===== config.mk =====
export PLATFORM = sky130hd
export DESIGN_NAME = raster_cmd_queue_flat
export DESIGN_NICKNAME = d
export VERILOG_FILES = /design/src/rtl/raster_cmd_queue_if.sv /design/src/rtl/raster_cmd_queue.sv /design/src/flat_wrapper.sv
export SDC_FILE = /design/constraint.sdc
export NUM_CORES = 1
export LEC_CHECK = 0
export CORE_MARGIN = 2
export CORE_UTILIZATION = 50
export DETAILED_ROUTE_END_ITERATION = 7
export PLACE_DENSITY = 0.8
export SYNTH_ARGS = -nofsm -noshare
export SYNTH_HDL_FRONTEND = slang
export SYNTH_SLANG_ARGS = --single-unit

===== constraint.sdc =====
create_clock -name clk -period 4.75 [get_ports clk]
set_clock_uncertainty 0.15 [all_clocks]
set_input_delay 0.7125 -clock clk [delete_from_list [all_inputs] [get_ports clk]]
set_output_delay 0.7125 -clock clk [all_outputs]
set_load 0.005 [all_outputs]

===== src/rtl/raster_cmd_queue_if.sv =====
// raster_cmd_queue_if: CPU-side enqueue port, status flags and rasterizer-side issue port.
interface raster_cmd_queue_if #(
    parameter int DEPTH = 4,
    parameter int CMD_W = 3
);
    localparam int LW = $clog2(DEPTH) + 1;
    logic [CMD_W-1:0] in_command;
    logic [7:0]       in_x0, in_y0, in_x1, in_y1;
    logic [2:0]       in_colour;
    logic             push, flush, clr_overflow;
    logic             full, empty, overflow, idle;
    logic [LW-1:0]    level;
    logic [CMD_W-1:0] command;
    logic [7:0]       x0, y0, x1, y1;
    logic [2:0]       colour;
    logic             execute_request;
    logic             busy;

    modport master (
        output in_command, in_x0, in_y0, in_x1, in_y1, in_colour, push, flush, clr_overflow, busy,
        input  full, empty, overflow, idle, level, command, x0, y0, x1, y1, colour, execute_request
    );

    modport slave (
        input  in_command, in_x0, in_y0, in_x1, in_y1, in_colour, push, flush, clr_overflow, busy,
        output full, empty, overflow, idle, level, command, x0, y0, x1, y1, colour, execute_request
    );
endinterface


===== src/rtl/raster_cmd_queue.sv =====
// raster_cmd_queue: circular command buffer feeding a rasterizer through an IDLE/ISSUE/WAIT handshake.
// Popped entries are held in output registers until the next pop.
module raster_cmd_queue #(
    parameter int DEPTH = 4,
    parameter int CMD_W = 3
) (
    input logic clk,
    input logic n_rst_async,
    raster_cmd_queue_if.slave bus
);
    localparam int AW = $clog2(DEPTH);
    localparam int LW = AW + 1;
    localparam int EW = CMD_W + 35;

    typedef enum logic [1:0] {IDLE, ISSUE, WAIT} state_e;

    state_e        state_q, state_d;
    logic [AW-1:0] wr_q, wr_d, rd_q, rd_d;
    logic [LW-1:0] level_q, level_d;
    logic          overflow_q, overflow_d;
    logic [EW-1:0] out_q, out_d;
    logic [EW-1:0] mem [DEPTH];
    logic          pop, accept, drop, is_full;

    assign is_full = level_q == LW'(DEPTH);

    // flush suppresses the pop so nothing is issued from a queue being discarded
    always_comb begin
        state_d = state_q;
        pop     = 1'b0;
        case (state_q)
            IDLE:    if (level_q != '0 && !bus.busy && !bus.flush) begin
                         pop     = 1'b1;
                         state_d = ISSUE;
                     end
            ISSUE:   state_d = WAIT;
            WAIT:    if (!bus.busy) state_d = IDLE;
            default: state_d = IDLE;
        endcase
    end

    always_comb begin
        accept     = bus.push && !bus.flush && (!is_full || pop);
        drop       = bus.push && !bus.flush && is_full && !pop;
        wr_d       = wr_q + AW'(accept);
        rd_d       = bus.flush ? wr_q : rd_q + AW'(pop);
        level_d    = bus.flush ? '0 : level_q + LW'(accept) - LW'(pop);
        overflow_d = drop || (overflow_q && !bus.clr_overflow);
        out_d      = pop ? mem[rd_q] : out_q;
    end

    always_ff @(posedge clk or negedge n_rst_async) begin
        if (!n_rst_async) begin
            state_q    <= IDLE;
            wr_q       <= '0;
            rd_q       <= '0;
            level_q    <= '0;
            overflow_q <= 1'b0;
            out_q      <= '0;
        end else begin
            state_q    <= state_d;
            wr_q       <= wr_d;
            rd_q       <= rd_d;
            level_q    <= level_d;
            overflow_q <= overflow_d;
            out_q      <= out_d;
        end
    end

    // storage needs no reset: a slot is only read after it has been written
    always_ff @(posedge clk) begin
        if (accept)
            mem[wr_q] <= {bus.in_command, bus.in_x0, bus.in_y0, bus.in_x1, bus.in_y1, bus.in_colour};
    end

    assign bus.full            = is_full;
    assign bus.empty           = level_q == '0;
    assign bus.level           = level_q;
    assign bus.overflow        = overflow_q;
    assign bus.idle            = level_q == '0 && state_q == IDLE;
    assign bus.execute_request = state_q == ISSUE;
    assign {bus.command, bus.x0, bus.y0, bus.x1, bus.y1, bus.colour} = out_q;
endmodule


===== src/flat_wrapper.sv =====
// flat-port wrapper written by rule: the top's interface ports become plain ports
module raster_cmd_queue_flat 
#(
    parameter int DEPTH = 4,
    parameter int CMD_W = 3
)
  (clk, n_rst_async, bus_in_command, bus_in_x0, bus_in_y0, bus_in_x1, bus_in_y1, bus_in_colour, bus_push, bus_flush, bus_clr_overflow, bus_busy, bus_full, bus_empty, bus_overflow, bus_idle, bus_level, bus_command, bus_x0, bus_y0, bus_x1, bus_y1, bus_colour, bus_execute_request);
  raster_cmd_queue_if #(.DEPTH(DEPTH), .CMD_W(CMD_W)) bus_i ();
  input logic clk;
  input logic n_rst_async;
  input wire logic [$bits(bus_i.in_command)-1:0] bus_in_command;
  input wire logic [$bits(bus_i.in_x0)-1:0] bus_in_x0;
  input wire logic [$bits(bus_i.in_y0)-1:0] bus_in_y0;
  input wire logic [$bits(bus_i.in_x1)-1:0] bus_in_x1;
  input wire logic [$bits(bus_i.in_y1)-1:0] bus_in_y1;
  input wire logic [$bits(bus_i.in_colour)-1:0] bus_in_colour;
  input wire logic [$bits(bus_i.push)-1:0] bus_push;
  input wire logic [$bits(bus_i.flush)-1:0] bus_flush;
  input wire logic [$bits(bus_i.clr_overflow)-1:0] bus_clr_overflow;
  input wire logic [$bits(bus_i.busy)-1:0] bus_busy;
  output wire logic [$bits(bus_i.full)-1:0] bus_full;
  output wire logic [$bits(bus_i.empty)-1:0] bus_empty;
  output wire logic [$bits(bus_i.overflow)-1:0] bus_overflow;
  output wire logic [$bits(bus_i.idle)-1:0] bus_idle;
  output wire logic [$bits(bus_i.level)-1:0] bus_level;
  output wire logic [$bits(bus_i.command)-1:0] bus_command;
  output wire logic [$bits(bus_i.x0)-1:0] bus_x0;
  output wire logic [$bits(bus_i.y0)-1:0] bus_y0;
  output wire logic [$bits(bus_i.x1)-1:0] bus_x1;
  output wire logic [$bits(bus_i.y1)-1:0] bus_y1;
  output wire logic [$bits(bus_i.colour)-1:0] bus_colour;
  output wire logic [$bits(bus_i.execute_request)-1:0] bus_execute_request;
  assign bus_i.in_command = bus_in_command;
  assign bus_i.in_x0 = bus_in_x0;
  assign bus_i.in_y0 = bus_in_y0;
  assign bus_i.in_x1 = bus_in_x1;
  assign bus_i.in_y1 = bus_in_y1;
  assign bus_i.in_colour = bus_in_colour;
  assign bus_i.push = bus_push;
  assign bus_i.flush = bus_flush;
  assign bus_i.clr_overflow = bus_clr_overflow;
  assign bus_i.busy = bus_busy;
  assign bus_full = bus_i.full;
  assign bus_empty = bus_i.empty;
  assign bus_overflow = bus_i.overflow;
  assign bus_idle = bus_i.idle;
  assign bus_level = bus_i.level;
  assign bus_command = bus_i.command;
  assign bus_x0 = bus_i.x0;
  assign bus_y0 = bus_i.y0;
  assign bus_x1 = bus_i.x1;
  assign bus_y1 = bus_i.y1;
  assign bus_colour = bus_i.colour;
  assign bus_execute_request = bus_i.execute_request;
  raster_cmd_queue #(.DEPTH(DEPTH), .CMD_W(CMD_W)) u_core (.clk(clk), .n_rst_async(n_rst_async), .bus(bus_i));
endmodule

# == Word-level counts from Yosys, hierarchy flattened ==
# Memory sizes are Yosys's and may differ from the RTL's. A register that Yosys moved wholly into a read port is not among the register bits.
# Index checks and enable logic that the tools add are counted.
# totals
mem_count,1
ram_bits,152
out_inout_bits,46
inputBits,44
elab_cells,44
regBits,10
# op_classes
eq_ne,5
addsub,4
reduce_logical,20
muxes,9
# mem_list
name,depth,word_bits,rd,rd_clocked_by_memory_dff,wr,line_no,text
u_core.mem,4,38,1,1,1,raster_cmd_queue.sv:22,logic [EW-1:0] mem [DEPTH];
# ops
operator,count
logical AND 1 bit,8
zero test 1 bit,6
2-to-1 mux 2 bit,3
one-hot mux 2 bit (3 select lines),1
adder 2 x 1 -> 2 bit,2
2-to-1 mux 1 bit,4
adder 3 x 1 -> 3 bit,1
equality test 3 bit (second input constant),1
zero test 3 bit,1
2-to-1 mux 3 bit,1
nonzero test 3 bit,1
subtractor 3 x 1 -> 3 bit,1
equality test 2 x 1 -> 1 bit (second input constant),1
equality test 2 bit (second input constant),1
zero test 2 bit,1
logical OR 1 bit,2
!= test 2 x 1 -> 1 bit (second input constant),1
!= test 2 bit (second input constant),1
AND reduction 2 bit,1

# == Longest topological paths before layout ==
# Gate-level depths: netlist of the first run.
# depth
word_depth,10
depth_mapped,11
ltp_nobuf,9

# == Worst setup path after synthesis of the first run ==
# No wires, ideal clock.
# synth_timing
kind,input to register
from,in bus_flush
to,mem u_core.mem[2][0] (netlist name) (enable)
stages,4
required_time_ns,4.111
n_path_buf,1
arrival_ns,4.102
setup_ns,0.489
slack_ns,0.009
cell_sequence,clkbuf_1 nand2b_1 a21o_1 nor3b_1
# synth_via
elab_chain_cells,8
word_cells_on_any_way,9
classes_between,mux (4); reduce/logical (5)
# synth_rtl
element,line_no,text
from (decl),flat_wrapper.sv:18,input wire logic [$bits(bus_i.flush)-1:0] bus_flush;
zero test 1 bit *,"raster_cmd_queue.sv:32, raster_cmd_queue.sv:43",
logical AND 1 bit,raster_cmd_queue.sv:32,IDLE: if (level_q != '0 && !bus.busy && !bus.flush) begin
2-to-1 mux 1 bit,raster_cmd_queue.sv:32,
2-to-1 mux 1 bit,raster_cmd_queue.sv:31,case (state_q)
logical OR 1 bit,raster_cmd_queue.sv:43,accept = bus.push && !bus.flush && (!is_full || pop);
logical AND 1 bit *,raster_cmd_queue.sv:43,
2-to-1 mux 1 bit *,raster_cmd_queue.sv:72,if (accept)
2-to-1 mux 1 bit (implied by the code) *,raster_cmd_queue.sv:73,"mem[wr_q] <= {bus.in_command, bus.in_x0, bus.in_y0, bus.in_x1, bus.in_y1, bus.in_colour};"
to (decl),raster_cmd_queue.sv:22,
# Every way passes the cells marked *; elsewhere a longest branch is shown, timed or not.

# == Worst setup path after layout of the first run ==
# layout_timing
from,in bus_flush
to,"reg u_core.level_q[2], in the netlist u_core.bus.level[2]"
# layout_via
elab_chain_cells,9
word_cells_on_any_way,10
classes_between,add/sub (2); mux (3); reduce/logical (5)
# layout_rtl
element,line_no,text
zero test 1 bit,"raster_cmd_queue.sv:32, raster_cmd_queue.sv:43",
logical AND 1 bit,raster_cmd_queue.sv:32,
2-to-1 mux 1 bit,raster_cmd_queue.sv:32,
2-to-1 mux 1 bit,raster_cmd_queue.sv:31,
logical OR 1 bit,raster_cmd_queue.sv:43,
logical AND 1 bit,raster_cmd_queue.sv:43,
adder 3 x 1 -> 3 bit,raster_cmd_queue.sv:47,level_d = bus.flush ? '0 : level_q + LW'(accept) - LW'(pop);
subtractor 3 x 1 -> 3 bit,raster_cmd_queue.sv:47,
2-to-1 mux 3 bit *,raster_cmd_queue.sv:47,
net u_core.level_d[2],raster_cmd_queue.sv:19,"logic [LW-1:0] level_q, level_d;"
to (signal assigned),raster_cmd_queue.sv:64,level_q <= level_d;
to (decl),raster_cmd_queue.sv:19,
# Mark *: on every way through the listed nets, which the timed path passes. The rest lies on a longest branch.
# A chain may end at the register's enable or synchronous reset.

==> flow_metrics.env, run 1 <==
export IMPL_whs_ns=0.2436
export IMPL_io_buffers=89
export IMPL_synth_compound_area_share_pct=0.5998
export IMPL_outcome="completed"
export IMPL_place_area_um2=8564
export IMPL_cts_resized=0
export IMPL_h_tree_depth=4
export IMPL_holdCritPathClass="input port to async pin"
export IMPL_mostFrequentLayoutCells="edfxtp_1 (152), clkdlybuf4s50_1 (88), dfrtp_1 (46)"
export IMPL_grt_pass1_vias=3709
export IMPL_async_flop_share_pct=24.00
export IMPL_final_period_utilization_pct=62.10
export IMPL_yosysWarnings=0
export IMPL_pin_count=90
export IMPL_via_per_inst=5.459
export IMPL_cts_root_buf="clkbuf_16"
export IMPL_die_y_um=126.6
export IMPL_grt_max_degree=49
export IMPL_synthAdderAreaFrac_pct=0.5998
export IMPL_die_w_um=126.6
export IMPL_cts_buffer_depth=2
export IMPL_syn_instance_count=334
export IMPL_cp_end_kind="flip-flop"
export IMPL_final_common_cell="edfxtp_1"
export IMPL_antenna_found_initial=0
export IMPL_setup_tns_ns=0
export IMPL_rows=44
export IMPL_wl_um=12660
export IMPL_drc=0
export IMPL_syn_area_um2=7510
export IMPL_track_usage_pct=17.01
export IMPL_critical_path_class="input port to flip-flop"
export IMPL_drive_above_1_share_pct=26.46
export IMPL_clock_sinks=200
export IMPL_synth_edff_count=152
export IMPL_dr_first_iter_drc_count=236
export IMPL_setup_violations=0
export IMPL_syn_to_final_growth_pct=21.89
export IMPL_dr_pass1_iters=4
export IMPL_critical_path_required_ns=4.93
export IMPL_core_area_um2=14590
export IMPL_clk_pin_slew_ns=0.06
export IMPL_yosysUniqueCellTypes=31
export IMPL_p_per_area_nw_per_um2=580.6
export IMPL_ys_seq_elements=200
export IMPL_power_mw=5.315
export IMPL_ant_nets=0
export IMPL_dpl_hpwl_um=7340
export IMPL_routedWlPerCell_um=20.09
export IMPL_rsz0062_at_grt="false"
export IMPL_finalMaxSlewViolations=0
export IMPL_clk_latency_ns=0.42
export IMPL_synth_top_family_by_area="multiplexers"
export IMPL_gp_congestion=0.7627
export IMPL_cts_setup_buffers=0
export IMPL_utilization_pct=62.74
export IMPL_vias=3439
export IMPL_start_util_pct=51.48
export IMPL_synth_nets=381
export IMPL_cp_arrival_ns=3.13
export IMPL_synth_simple_area_share_pct=2.116
export IMPL_cts_tree="yes"
export IMPL_hold_buffers=0
export IMPL_worst_pin_slew_ns=1.011
export IMPL_synth_avg_cell_area_um2=22.48
export IMPL_ys_flop_type="edfxtp_1"
export IMPL_grt_ovfl_total=0
export IMPL_stdcell_area_um2=9154
export IMPL_final_nets=480
export IMPL_synth_xor_area_share_pct=0.2333
export IMPL_rr_worst_depth=8
export IMPL_worstSetupStartpointType="input port"
export IMPL_antenna_cells=0
export IMPL_grt_first_pass_wirelength_um=20130
export IMPL_cts_buffers=17
export IMPL_hold_violations=0
export IMPL_cap_viol_max_count=0
export IMPL_peakVddDrop_uv=416.8
export IMPL_ys_seq_area_share_pct=76.77
export IMPL_crit_fanout=41
export IMPL_synth_mux_area_share_pct=17.73
export IMPL_fin_crit_ns=2.950
export IMPL_p_leak_nw=3.216
export IMPL_die_area_um2=16020
export IMPL_fmax_mhz=339.0
export IMPL_slew_headroom_pct=32.60
-- critical path, stage by stage --
cell and delay, ns:
clkdlybuf4s50_1 0.69, nor4_4 0.07, nand2_2 0.08, buf_4 0.53
nor2_1 0.14, fa_1 0.43, xor2_1 0.17, and2_1 0.17
nor3_1 0.15
-- synthesized netlist by cell type (all sizes together) (2+ instances only) --
| cell | number | area share, % |
|---|---|---|
| buf | 9 | 1.3 |
| nor3 | 3 | 0.20 |
| xor2 | 2 | 0.23 |
| nor3b | 3 | 0.30 |
| nor2b | 2 | 0.17 |
| mux2 | 38 | 6.2 |
| o211ai | 2 | 0.20 |
| mux4 | 38 | 11 |
| ha | 2 | 0.33 |
| edfxtp | 152 | 61 |
| clkbuf | 5 | 0.25 |
| inv | 7 | 0.35 |
| nand2 | 5 | 0.28 |
| dfrtp | 48 | 16 |
| or3 | 2 | 0.23 |
| nor2 | 4 | 0.20 |
-- final timing paths --
| kind | to | from | slack [ns] |
|---|---|---|---|
| worst max-delay path | u_core.bus.level[2] | bus_flush | 1.80 |
| worst max register to register | u_core.bus.level[2] | u_core.bus.level[2] | 1.99 |
| worst min-delay path | u_core.out_q[5] | n_rst_async | 0.24 |
| worst min register to register | u_core.out_q[1] | u_core.out_q[1] | 0.36 |
| min in group clk | u_core.out_q[1] | u_core.out_q[1] | 0.36 |
| max in group asynchronous | u_core.rd_q[0] | n_rst_async | 3.71 |
-- flip-flops by register name, indices dropped and copies added (netlist names) --
name and flops:
u_core.bus.level 3, u_core.bus.overflow 1, u_core.mem 152, u_core.out_q 38
u_core.rd_q 2, u_core.state_q 2, u_core.wr_q 2
-- report_power, final --
part | leakage (nW) | internal, mW | total, mW | switching (mW)
clock network | 0.289 | 0.849 | 1.42 | 0.575
registers | 1.96 | 2.24 | 2.57 | 0.335
logic | 0.967 | 0.908 | 1.32 | 0.411
-- layer usage --
| metal | vias to the layer above | wire, um | track usage (%) |
|---|---|---|---|
| li1 | 1529 | - | - |
| met1 | 1815 | 5410 | 22.33 |
| met2 | 81 | 6451 | 27.74 |
| met3 | 14 | 625 | 4.513 |
| met4 | 0 | 170 | 6.206 |
| met5 | - | 0 | 0 |
-- stage by stage --
step / setup WS, ns / instances
after floorplan: 0.008947 / 334
after global placement: 1.418 / 598
after detailed placement: 1.367 / 598
after CTS: 1.809 / 630
after global routing: 1.672 / 630
final: 1.800 / 630
-- cell type report --
class	count	area (um^2)
clock buffer	22	464.2
clock inverter	10	125.1
fill	987	5435
inverter	7	26.28
multi-input combinational	113	1614
sequential	200	5771
tap	184	230.2
timing repair buffer	94	923.4
-- cells by family (layout without fill, tap and decap cells) --
logic type | Yosys count | count (layout)
DFF | 200 | 200
buffers and inverters | 21 | 133
muxes | 77 | 77
adders and majority gates | 3 | 3
AOI/OAI and AO/OA | 6 | 6
xor gates and xnor gates | 2 | 2
and+or+nand+nor | 25 | 25
No activity file was read; power rests on OpenSTA's default activity.
==> run 2: changes to the inputs <==
==> constraint.sdc (replaced) <==
create_clock -name clk -period 2.6 [get_ports clk]
set_clock_uncertainty 0.15 [all_clocks]
set_input_delay 0.39 -clock clk [delete_from_list [all_inputs] [get_ports clk]]
set_output_delay 0.39 -clock clk [all_outputs]
set_load 0.005 [all_outputs]
==> run 2 against run 1 <==
Count of clock-buffer cells in the layout is 2 lower. Largest cell class unchanged. Critical path depth shrank 6. Setup slack got worse by 1.7 ns. First-iteration DRC count is 4.2% higher. Worst hold slack improved by 0.096 ns. Routed wire length up 10%. Largest power group unchanged. Cell area increased by 2.9%.
==> flow_metrics.env, run 2 (synthesis gave the netlist of run 1 again) <==
export IMPL_outcome="completed"
export IMPL_fin_crit_ns=2.452
export IMPL_start_util_pct=51.48
export IMPL_utilization_pct=64.58
export IMPL_grt_first_pass_wirelength_um=22310
export IMPL_crit_fanout=3
export IMPL_core_area_um2=14590
export IMPL_internal_power_mw=7.501
export IMPL_post_place_ws_ns=-0.2859
export IMPL_gp_congestion=0.8284
export IMPL_grt_ovfl_total=0
export IMPL_critical_path_required_ns=2.06
export IMPL_dp_cells=615
export IMPL_cp_end_kind="primary output"
export IMPL_slew_headroom_pct=66.53
export IMPL_switching_power_mw=2.514
export IMPL_antenna_cells=0
export IMPL_combPwrFrac_pct=28.4
export IMPL_rsz0062_at_grt="false"
export IMPL_antenna_found_initial=0
export IMPL_clk_pin_slew_ns=0.07
export IMPL_worstSetupStartpointType="flip-flop"
export IMPL_largest_reg_flops=152
export IMPL_finalMaxSlewViolations=0
export IMPL_syn_to_final_growth_pct=25.46
export IMPL_clock_sinks=200
export IMPL_p_per_area_nw_per_um2=1063
export IMPL_clock_power_share_pct=26.4
export IMPL_sw_frac_of_total_pct=25.11
export IMPL_final_common_cell="edfxtp_1"
export IMPL_via_per_inst=5.519
export IMPL_peakVddDrop_uv=459.7
export IMPL_hold_violations=0
export IMPL_die_w_um=126.6
export IMPL_max_flop_register="u_core.mem"
export IMPL_p_leak_nw=3.345
export IMPL_io_buffers=89
export IMPL_track_usage_pct=18.89
export IMPL_worst_slack_ns=0.1476
export IMPL_holdCritPathClass="input port to async pin"
export IMPL_rows=44
export IMPL_dr_first_iter_drc_count=246
export IMPL_cts_setup_buffers=0
export IMPL_cts_buffers=17
export IMPL_routedWlPerCell_um=21.52
export IMPL_place_area_um2=8806
export IMPL_dr_pass1_iters=4
export IMPL_whs_ns=0.3401
export IMPL_drc=0
export IMPL_drive_above_1_share_pct=28.66
export IMPL_cap_viol_max_count=0
export IMPL_final_nets=498
export IMPL_grt_pass1_vias=3910
export IMPL_die_area_um2=16020
export IMPL_cts_buffer_depth=2
export IMPL_h_tree_depth=4
export IMPL_fmax_mhz=407.8
export IMPL_pin_count=90
export IMPL_cts_root_buf="clkbuf_16"
export IMPL_dpl_hpwl_um=8469
export IMPL_vias=3576
export IMPL_final_cells=648
export IMPL_clk_latency_ns=0.42
export IMPL_final_period_utilization_pct=94.32
export IMPL_mostFrequentLayoutCells="edfxtp_1 (152), clkdlybuf4s50_1 (88), dfrtp_1 (46)"
export IMPL_wl_um=13940
export IMPL_die_y_um=126.6
export IMPL_stdcell_area_um2=9422
export IMPL_ant_nets=0
export IMPL_cp_arrival_ns=1.91
export IMPL_cts_tree="yes"
export IMPL_worst_pin_slew_ns=0.5021
export IMPL_p_seq_share_pct=45.2
export IMPL_setup_violations=0
export IMPL_critical_path_class="flip-flop to primary output"
export IMPL_grt_max_degree=49
-- run 2: cell count changes in the layout (fill, tap and decap cells not counted), sizes merged --
cell and change:
buf +17, clkbuf -2, bufinv +1, clkinv +1, dlygate4sd3 +1
-- run 2: cell type report --
class	count	area, um^2
sequential	200	5771
fill	948	5167
multi-input combinational	113	1640
timing repair buffer	112	1161
clock buffer	20	436.7
tap	184	230.2
clock inverter	12	156.4
inverter	7	26.28
-- run 2: worst paths after layout --
| check | start | to | slack, ns | depth (start not counted) |
|---|---|---|---|---|
| setup / recovery | u_core.bus.level[2] | bus_idle | 0.15 | 3 |
| hold / removal | n_rst_async | u_core.out_q[7] | 0.34 | 3 |
| setup reg to reg | u_core.state_q[1] | u_core.bus.level[2] | 0.21 | 9 |
| hold reg to reg | u_core.out_q[5] | u_core.out_q[5] | 0.35 | 1 |
| max in group asynchronous | n_rst_async | u_core.rd_q[0] | 1.69 | 3 |
| min in group clk | u_core.out_q[5] | u_core.out_q[5] | 0.35 | 1 |
-- run 2: critical path, stage by stage (launching register included) --
cell	delay [ns]
dfrtp_1	0.37
or3_1	0.42
nor3_1	0.17
clkdlybuf4s50_1	0.53
-- run 2: timing repair --
item,4_1_cts,5_1_grt
hold buffers,1,0
hold endpoints to repair,48,0
setup endpoints to repair,1,1
gates cloned,0,0
gates resized for setup,1,3
-- run 2: power by group through the flow --
stage	combinational, mW	clock (mW)	sequential [mW]
2_1_floorplan	1.69	0	4.43
6_report	2.84	2.65	4.53
4_1_cts	2.90	2.69	4.54
3_3_place_gp	2.80	0	4.55
5_1_grt	3.06	2.80	4.61
3_5_place_dp	2.86	0	4.58
-- run 2: through the flow --
step	power, mW	TNS (ns)
after floorplan	6.120	-4.827
after global placement	7.342	-2.335
after detailed placement	7.438	-4.985
after CTS	10.12	0
after global routing	10.48	0
final	10.02	0
-- run 2: routing by layer --
| metal | up-vias | global-route usage [%] | wire (um) |
|---|---|---|---|
| met5 | - | 0 | 0 |
| met4 | 0 | 5.301 | 136 |
| met3 | 13 | 5.356 | 958 |
| met2 | 131 | 29.82 | 7020 |
| met1 | 1856 | 26.24 | 5828 |
| li1 | 1576 | - | - |
